### src/rtl/param_lp_control_unit.sv
// Opcode decoder with a RUN/SLEEP/WAKE low-power controller.
// Decoded controls are registered one cycle after acceptance and hold between acceptances.
module param_lp_control_unit #(
  parameter int unsigned OPC_W       = 4,
  parameter int unsigned IDLE_CYCLES = 8,
  parameter int unsigned WAKE_CYCLES = 2
) (
  input  logic             clk,
  input  logic             rst_n,
  input  logic             in_valid,
  input  logic [OPC_W-1:0] opcode,
  output logic             in_ready,
  output logic             out_valid,
  output logic             reg_write,
  output logic             mem_read,
  output logic             mem_write,
  output logic             alu_src,
  output logic             branch,
  output logic             jump,
  output logic [2:0]       alu_op,
  output logic             illegal,
  output logic             clk_en,
  output logic             sleep
);

  localparam int unsigned IDLE_W = $clog2(IDLE_CYCLES + 1);
  localparam int unsigned WAKE_W = $clog2(WAKE_CYCLES + 1);
  localparam logic [IDLE_W-1:0] IDLE_LAST = IDLE_W'(IDLE_CYCLES - 1);
  localparam logic [WAKE_W-1:0] WAKE_LAST = WAKE_W'(WAKE_CYCLES - 1);

  typedef enum logic [1:0] {
    ST_RUN   = 2'd0,
    ST_SLEEP = 2'd1,
    ST_WAKE  = 2'd2
  } state_t;

  typedef struct packed {
    logic       reg_write;
    logic       mem_read;
    logic       mem_write;
    logic       alu_src;
    logic       branch;
    logic       jump;
    logic [2:0] alu_op;
    logic       illegal;
  } ctrl_t;

  localparam ctrl_t CTRL_RST = '{reg_write: 1'b0, mem_read: 1'b0, mem_write: 1'b0,
                                 alu_src: 1'b0, branch: 1'b0, jump: 1'b0,
                                 alu_op: 3'b111, illegal: 1'b0};

  function automatic ctrl_t decode(input logic [OPC_W-1:0] opc);
    ctrl_t      c;
    logic [7:0] v;
    v = 8'(opc);
    c = CTRL_RST;
    case (v)
      8'd0: c.alu_op = 3'b111;
      8'd1: begin c.reg_write = 1'b1; c.alu_op = 3'b000; end
      8'd2: begin c.reg_write = 1'b1; c.alu_op = 3'b001; end
      8'd3: begin c.reg_write = 1'b1; c.alu_op = 3'b010; end
      8'd4: begin c.reg_write = 1'b1; c.alu_op = 3'b011; end
      8'd5: begin c.reg_write = 1'b1; c.alu_src = 1'b1; c.alu_op = 3'b000; end
      8'd6: begin
        c.reg_write = 1'b1; c.mem_read = 1'b1; c.alu_src = 1'b1; c.alu_op = 3'b000;
      end
      8'd7: begin c.mem_write = 1'b1; c.alu_src = 1'b1; c.alu_op = 3'b000; end
      8'd8: begin c.branch = 1'b1; c.alu_op = 3'b001; end
      8'd9: begin c.jump = 1'b1; c.alu_op = 3'b111; end
      default: c.illegal = 1'b1;
    endcase
    return c;
  endfunction

  state_t              state_q, state_d;
  logic [IDLE_W-1:0]   idle_q, idle_d;
  logic [WAKE_W-1:0]   wake_q, wake_d;
  ctrl_t               ctrl_q, ctrl_d;
  logic                out_valid_q, out_valid_d;
  logic                in_ready_q, in_ready_d;
  logic                clk_en_q, clk_en_d;
  logic                sleep_q, sleep_d;
  logic                accept_s;

  // Next-state, counter and decode logic.
  always_comb begin
    state_d  = state_q;
    idle_d   = idle_q;
    wake_d   = wake_q;
    accept_s = in_valid && in_ready_q;
    out_valid_d = accept_s;
    if (accept_s) begin
      ctrl_d = decode(opcode);
    end else begin
      ctrl_d = ctrl_q;
    end
    case (state_q)
      ST_RUN: begin
        if (accept_s) begin
          idle_d = {IDLE_W{1'b0}};
        end else if (idle_q == IDLE_LAST) begin
          idle_d  = {IDLE_W{1'b0}};
          state_d = ST_SLEEP;
        end else begin
          idle_d = idle_q + IDLE_W'(1);
        end
      end
      ST_SLEEP: begin
        if (in_valid) begin
          state_d = ST_WAKE;
          wake_d  = {WAKE_W{1'b0}};
        end else begin
          state_d = ST_SLEEP;
        end
      end
      ST_WAKE: begin
        if (wake_q == WAKE_LAST) begin
          wake_d  = {WAKE_W{1'b0}};
          state_d = ST_RUN;
        end else begin
          wake_d = wake_q + WAKE_W'(1);
        end
      end
      default: begin
        state_d = ST_RUN;
        idle_d  = {IDLE_W{1'b0}};
        wake_d  = {WAKE_W{1'b0}};
      end
    endcase
    // Power outputs come from the next registered state so they leave a flop directly.
    in_ready_d = (state_d == ST_RUN);
    clk_en_d   = (state_d != ST_SLEEP);
    sleep_d    = (state_d == ST_SLEEP);
  end

  // State and output registers.
  always_ff @(posedge clk or negedge rst_n) begin
    if (!rst_n) begin
      state_q     <= ST_RUN;
      idle_q      <= {IDLE_W{1'b0}};
      wake_q      <= {WAKE_W{1'b0}};
      ctrl_q      <= CTRL_RST;
      out_valid_q <= 1'b0;
      in_ready_q  <= 1'b1;
      clk_en_q    <= 1'b1;
      sleep_q     <= 1'b0;
    end else begin
      state_q     <= state_d;
      idle_q      <= idle_d;
      wake_q      <= wake_d;
      ctrl_q      <= ctrl_d;
      out_valid_q <= out_valid_d;
      in_ready_q  <= in_ready_d;
      clk_en_q    <= clk_en_d;
      sleep_q     <= sleep_d;
    end
  end

  assign in_ready  = in_ready_q;
  assign out_valid = out_valid_q;
  assign reg_write = ctrl_q.reg_write;
  assign mem_read  = ctrl_q.mem_read;
  assign mem_write = ctrl_q.mem_write;
  assign alu_src   = ctrl_q.alu_src;
  assign branch    = ctrl_q.branch;
  assign jump      = ctrl_q.jump;
  assign alu_op    = ctrl_q.alu_op;
  assign illegal   = ctrl_q.illegal;
  assign clk_en    = clk_en_q;
  assign sleep     = sleep_q;

endmodule
### config.mk
export PLATFORM = sky130hd
export DESIGN_NAME = param_lp_control_unit
export DESIGN_NICKNAME = d
export VERILOG_FILES = /design/src/rtl/param_lp_control_unit.sv
export SDC_FILE = /design/constraint.sdc
export NUM_CORES = 1
export LEC_CHECK = 0
export CORE_ASPECT_RATIO = 1.25
export CORE_MARGIN = 2
export CORE_UTILIZATION = 50
export CTS_CLUSTER_DIAMETER = 120
export CTS_CLUSTER_SIZE = 16
export DETAILED_ROUTE_END_ITERATION = 10
export GPL_TIMING_DRIVEN = 0
export PLACE_DENSITY = 0.77
export SLEW_MARGIN = 0
export SYNTH_ARGS = -nofsm -noshare
export SYNTH_HDL_FRONTEND = slang
export SYNTH_SLANG_ARGS = --single-unit
### constraint.sdc
create_clock -name clk -period 2 [get_ports clk]
set_input_delay 0.6 -clock clk [delete_from_list [all_inputs] [get_ports clk]]
set_output_delay 0.6 -clock clk [all_outputs]
set_load 0.05 [all_outputs]
**Word-level counts from Yosys, hierarchy flattened**

Cells that the tools add are included.

- Add/subtract/negate cells: 2
- $mul: 0
- Divide/modulo/power cells: 0
- Magnitude comparators: 0
- Eq/ne operators: 16
- Shift operators: 0
- Multiplexer cells: 19
- Bitwise operators: 1
- Reductions and logical operators: 11

Operators by type and width:

| cell | count |
|---|---|
| 4-bit by 3-bit == test with 1-bit output (second input constant) | 5 |
| 2-bit 2-to-1 mux | 6 |
| 2-bit one-hot mux with 3 select lines | 2 |
| 3-bit one-hot mux with 4 select lines | 1 |
| 10-bit OR reduction | 1 |
| 4-bit by 2-bit == test with 1-bit output (second input constant) | 2 |
| 4-bit == test (second input constant) | 2 |
| 4-bit 2-to-1 mux | 2 |
| 4-bit one-hot mux with 2 select lines | 1 |
| 1-bit 2-to-1 mux | 7 |
| 2-bit by 1-bit == test with 1-bit output (second input constant) | 3 |
| 6-bit OR reduction | 1 |
| 4-bit by 1-bit adder with 4-bit output (second input constant) | 1 |
| 4-bit by 1-bit == test with 1-bit output (second input constant) | 1 |
| 2-bit logical NOT | 2 |
| 4-bit logical NOT | 1 |
| 2-bit OR reduction | 2 |
| 4-bit OR reduction | 1 |
| 3-bit OR reduction | 1 |
| 2-bit by 1-bit adder with 2-bit output (second input constant) | 1 |
| 2-bit == test (second input constant) | 1 |
| 2-bit by 1-bit != test with 1-bit output (second input constant) | 1 |
| 2-bit != test (second input constant) | 1 |
| 2-bit AND reduction | 1 |
| 2 further kinds | 2 |

- Register bits after elaboration: 22
- Latch bits: 0
- Memory bits (writable): 0
- Memory bits (read-only): 0
- Bits of input ports: 7
- Output and inout bits: 14
- Logic and storage cells: 64
- Memories kept: 0

**Logic depth before layout (Yosys ltp)**

- Word-level depth: 5
- Mapped depth: 6
- Mapped depth without buffers: 6

**Worst setup path before layout**

No wires, ideal clock.

- Path type: reg-to-reg
- Start point: register state_q[0]
- End point: register idle_q[3]
- Setup time: 0.095 ns
- Data arrival time: 1.312 ns
- Required time: 1.905 ns
- Setup slack: 0.592 ns
- Cell stages (with the launch flop): 7
- Path buffers: 0
- Clock period less this slack: 1.408 ns
- Cell sequence: dfrtp_1 > inv_1 > ha_1 > a21bo_2 > nor2_2 > nand2_1 > o31ai_1

- Longest elaborated chain between the ends: 3

Ends and longest elaborated chain:

| item | RTL line | text |
|---|---|---|
| start: declaration | 75 | `state_t state_q, state_d;` |
| start signal: assignment | 148 | `state_q <= state_d;` |
| 2-bit == test / 2-bit by 1-bit == test with 1-bit output (equally long branches) | 97 | `case (state_q)` |
| 2-bit OR reduction (no line) | - |  |
| 4-bit one-hot mux with 2 select lines | 97 |  |
| end signal: assignment | 140 | `idle_q <= {IDLE_W{1'b0}};` |
| end signal: assignment | 149 | `idle_q <= idle_d;` |
| end: declaration | 76 | `logic [IDLE_W-1:0] idle_q, idle_d;` |

Parallel ways exist; a longest one is shown, timed or not.
A chain may end at the register's enable or synchronous reset.

**Final worst setup path**

- Start point: register ctrl_q (netlist bit alu_op[2])
- End point: output port alu_op[2]

RTL lines:

| item | RTL line | text |
|---|---|---|
| start: declaration | 78 | `ctrl_t ctrl_q, ctrl_d;` |
| start signal: assignment | 151 | `ctrl_q <= ctrl_d;` |
| end: declaration | 20 | `output logic [2:0] alu_op,` |

No word-level cell between the ends.

==> summary.txt <==
Setup path
  – Worst Path Arrival: 1.37 ns
  – Worst reg2reg path depth: 5
  – CP Data Required Time: 1.40 ns
  – Worst path buffer plus inverter count: 1
  – Reg2reg end: sleep
  – Critical path depth in cells: 1
  – Crit start category: flip-flop
  – R2r setup slk: 0.41 ns
  – Worst Setup EP: alu_op[2]
  – CP max FO: 2
  – Worst r2r src: state_q[0]
  – CP peak stage delay: 0.54 ns
  – CP Cell Sequence: dlygate4sd2_1
  – Top delay family on crit path: flip-flops
  – CP Class: flip-flop to primary output
  – CP Launch Point: alu_op[2]
  – Slowest-stage cell, CP: dfstp_2
  – Crit. End Element: primary output

Yosys
  – Synth Area per Inst: 10.3 um2
  – Ys Warns: 0
  – Ys async rst share: 100%
  – Post-synthesis cell area: 1060 um2
  – Seq/Total Area, Yosys: 52.4%
  – Post-Syn Instances: 103
  – Main synth FF type: dfrtp_1
  – Most frequent cell after synthesis: dfrtp_1
  – Synth top area share: 40.0%
  – Number of synthesized flops with an enable pin: 0
  – Syn_nets: 115
  – Post-synth top cells: dfrtp_1 (17), nand2_1 (16), inv_1 (6), o21ai_1 (6), o31ai_1 (6)
  – Distinct cells, synth: 34
  – Top cell type by total area after synthesis: dfrtp_1
  – Main area contributors after synthesis: dfrtp_1 (40%), dfstp_2 (12%), ha_1 (5.9%)
  – Synthesized flop and latch total: 22

Die
  – Initial core utilization: 53.1%
  – Core box area: 2000 um2
  – Die ar.: 2510 um2
  – Row cnt: 18
  – Number of I/O pins: 21
  – Die span in x: 45.3 um
  – Die H: 55.6 um

STA
  – RSZ-0062 raised after global routing: no
  – Final period util: 98.3%
  – Final min period: 1.97 ns
  – Hold WS: 0.468 ns
  – Final setup fails: 0
  – Max transition margin: 35.5%
  – Setup TNS: 0 ns
  – Actual slew at the worst max-slew pin: 0.965 ns
  – Final-report hold violation count: 0
  – Final Max Tran Viols: 0
  – Clock Skew: 0.00909 ns
  – Fmax: 0.509 GHz
  – Final setup margin: 0.0345 ns

Detailed routing
  – Post-Route WL: 1980 um
  – Drt first pass iters: 4
  – Vias: 838
  – Avg WL per Cell: 13.6 um
  – Detail-routed via count per cell: 5.78
  – Drt drc: 0
  – Antenna-violating nets left: 0
  – Initial DRC count: 8

Final layout
  – ANT cells: 0
  – Post-layout util: 63.6%
  – Filler cells: 174
  – Synthesis-to-finish area growth: 19.9%
  – Layout cells sized above 1: 14.4%
  – Post-route cell area: 1270 um2
  – Non-Filler Instances: 145
  – Nets: 138

Placed design
  – DP HPWL: 1490 um
  – Placed insts: 141
  – Port Buffers: 18
  – Setup WS pre-CTS: 0.0138 ns
  – Gpl congestion: 0.742
  – Dpl cell area: 1270 um2

Pwr
  – Pleak: 0.610 nW
  – Cell Pwr Density: 1480 nW/um2
  – Max VDD drop: 0.980 mV
  – Design Power: 1.88 mW

Global route
  – Vias in the first global route: 844
  – Total Routing Usage GR: 18.4%
  – Total gr overflow: 0
  – First-pass GRT wire length: 3490 um
  – Largest net degree at the start of global routing: 23
  – Global routing usage on met1: 21.0%
  – Grt met2 use: 32.9%
  – GR peak layer: met2
  – Met3 GRT Util: 1.96%
  – Initial antenna violation count: 0

Clock tree
  – Max H-tree Level: 1
  – # hold bufs at CTS: 0
  – CTS sink cnt: 22
  – Cts bufs inserted: 3
  – Clock Latency Late Sink: 0.30 ns
  – Max clock buf depth: 2
  – Worst-path clk slew: 0.12 ns
  – Root buffer cell: clkbuf_4
  – CTS tree: built

Status
  – Status: finished, final reports clean

Hold path
  – Worst Hold Class: flip-flop to flip-flop

Job
  – Max_cap viols: 0
## where the power goes
part           internal [mW]  switching [mW]
Sequential             0.618          0.0848
Combinational          0.299           0.678
Clock                 0.0776           0.127
## per-layer routing
| layer | vias up | routed length, um |
|---|---|---|
| li1 | 400 | - |
| met5 | - | 0 |
| met2 | 18 | 1070 |
| met4 | 0 | 28 |
| met3 | 4 | 63 |
| met1 | 416 | 809 |
## cell usage in the layout, fill, tap and decap left out, types with 2 or more instances in the layout
master / n
dfrtp_1: 17
nand2_1: 16
dlygate4sd2_1: 12
inv_1: 6
o21ai_1: 6
o31ai_1: 6
o21ai_0: 5
ha_1: 5
dfstp_2: 5
clkdlybuf4s50_1: 4
nand2b_1: 3
a21oi_1: 3
nand3_1: 3
clkbuf_1: 3
clkbuf_4: 3
nand3b_1: 2
nor2_1: 2
and3_1: 2
nor2b_1: 2
## logic make-up (layout without fill, tap and decap cells)
group / count (synthesis) / in the layout / share of synthesized area (%)
AOI/OAI and AO/OA: 28 / 28 / 18.1
adders and majority gates: 5 / 5 / 5.88
and+or+nand+nor: 35 / 35 / 16.9
buffers and inverters: 10 / 32 / 3.88
muxes: 2 / 2 / 2.00
DFF: 22 / 22 / 52.4
xor gates and xnor gates: 1 / 1 / 0.824
## worst min-delay path by stage
stage	start	to	slack, ns	cells past startpoint
2_1_floorplan	rst_n	alu_src	0.30	0
3_3_place_gp	alu_op[0]	alu_op[0]	0.44	2
3_5_place_dp	alu_op[2]	alu_op[2]	0.45	2
4_1_cts	alu_op[2]	alu_op[2]	0.47	2
5_1_grt	alu_op[2]	alu_op[2]	0.48	2
6_report	alu_op[2]	alu_op[2]	0.47	2
## flip-flops by register name (all words and copies together), names as in the netlist, 2 cells and up
name	flops
idle_q	4
alu_op	3
wake_q	2
state_q	2
## cell type report
cell class / count / area [um2] / share of cell area, %
clock buffer: 4 / 26.3 / 2.06
sequential: 22 / 557 / 43.7
timing repair buffer: 18 / 160 / 12.6
multi-input combinational: 71 / 465 / 36.5
inverter: 7 / 28.8 / 2.26
buffer: 3 / 12.5 / 0.981
tap: 20 / 25.0 / 1.96
## what timing repair did
action                     4_1_cts  5_1_grt
gates resized for setup         15        2
setup endpoints to repair       14        2
setup buffers                    0        0
Power figures use the tool's default switching activity.
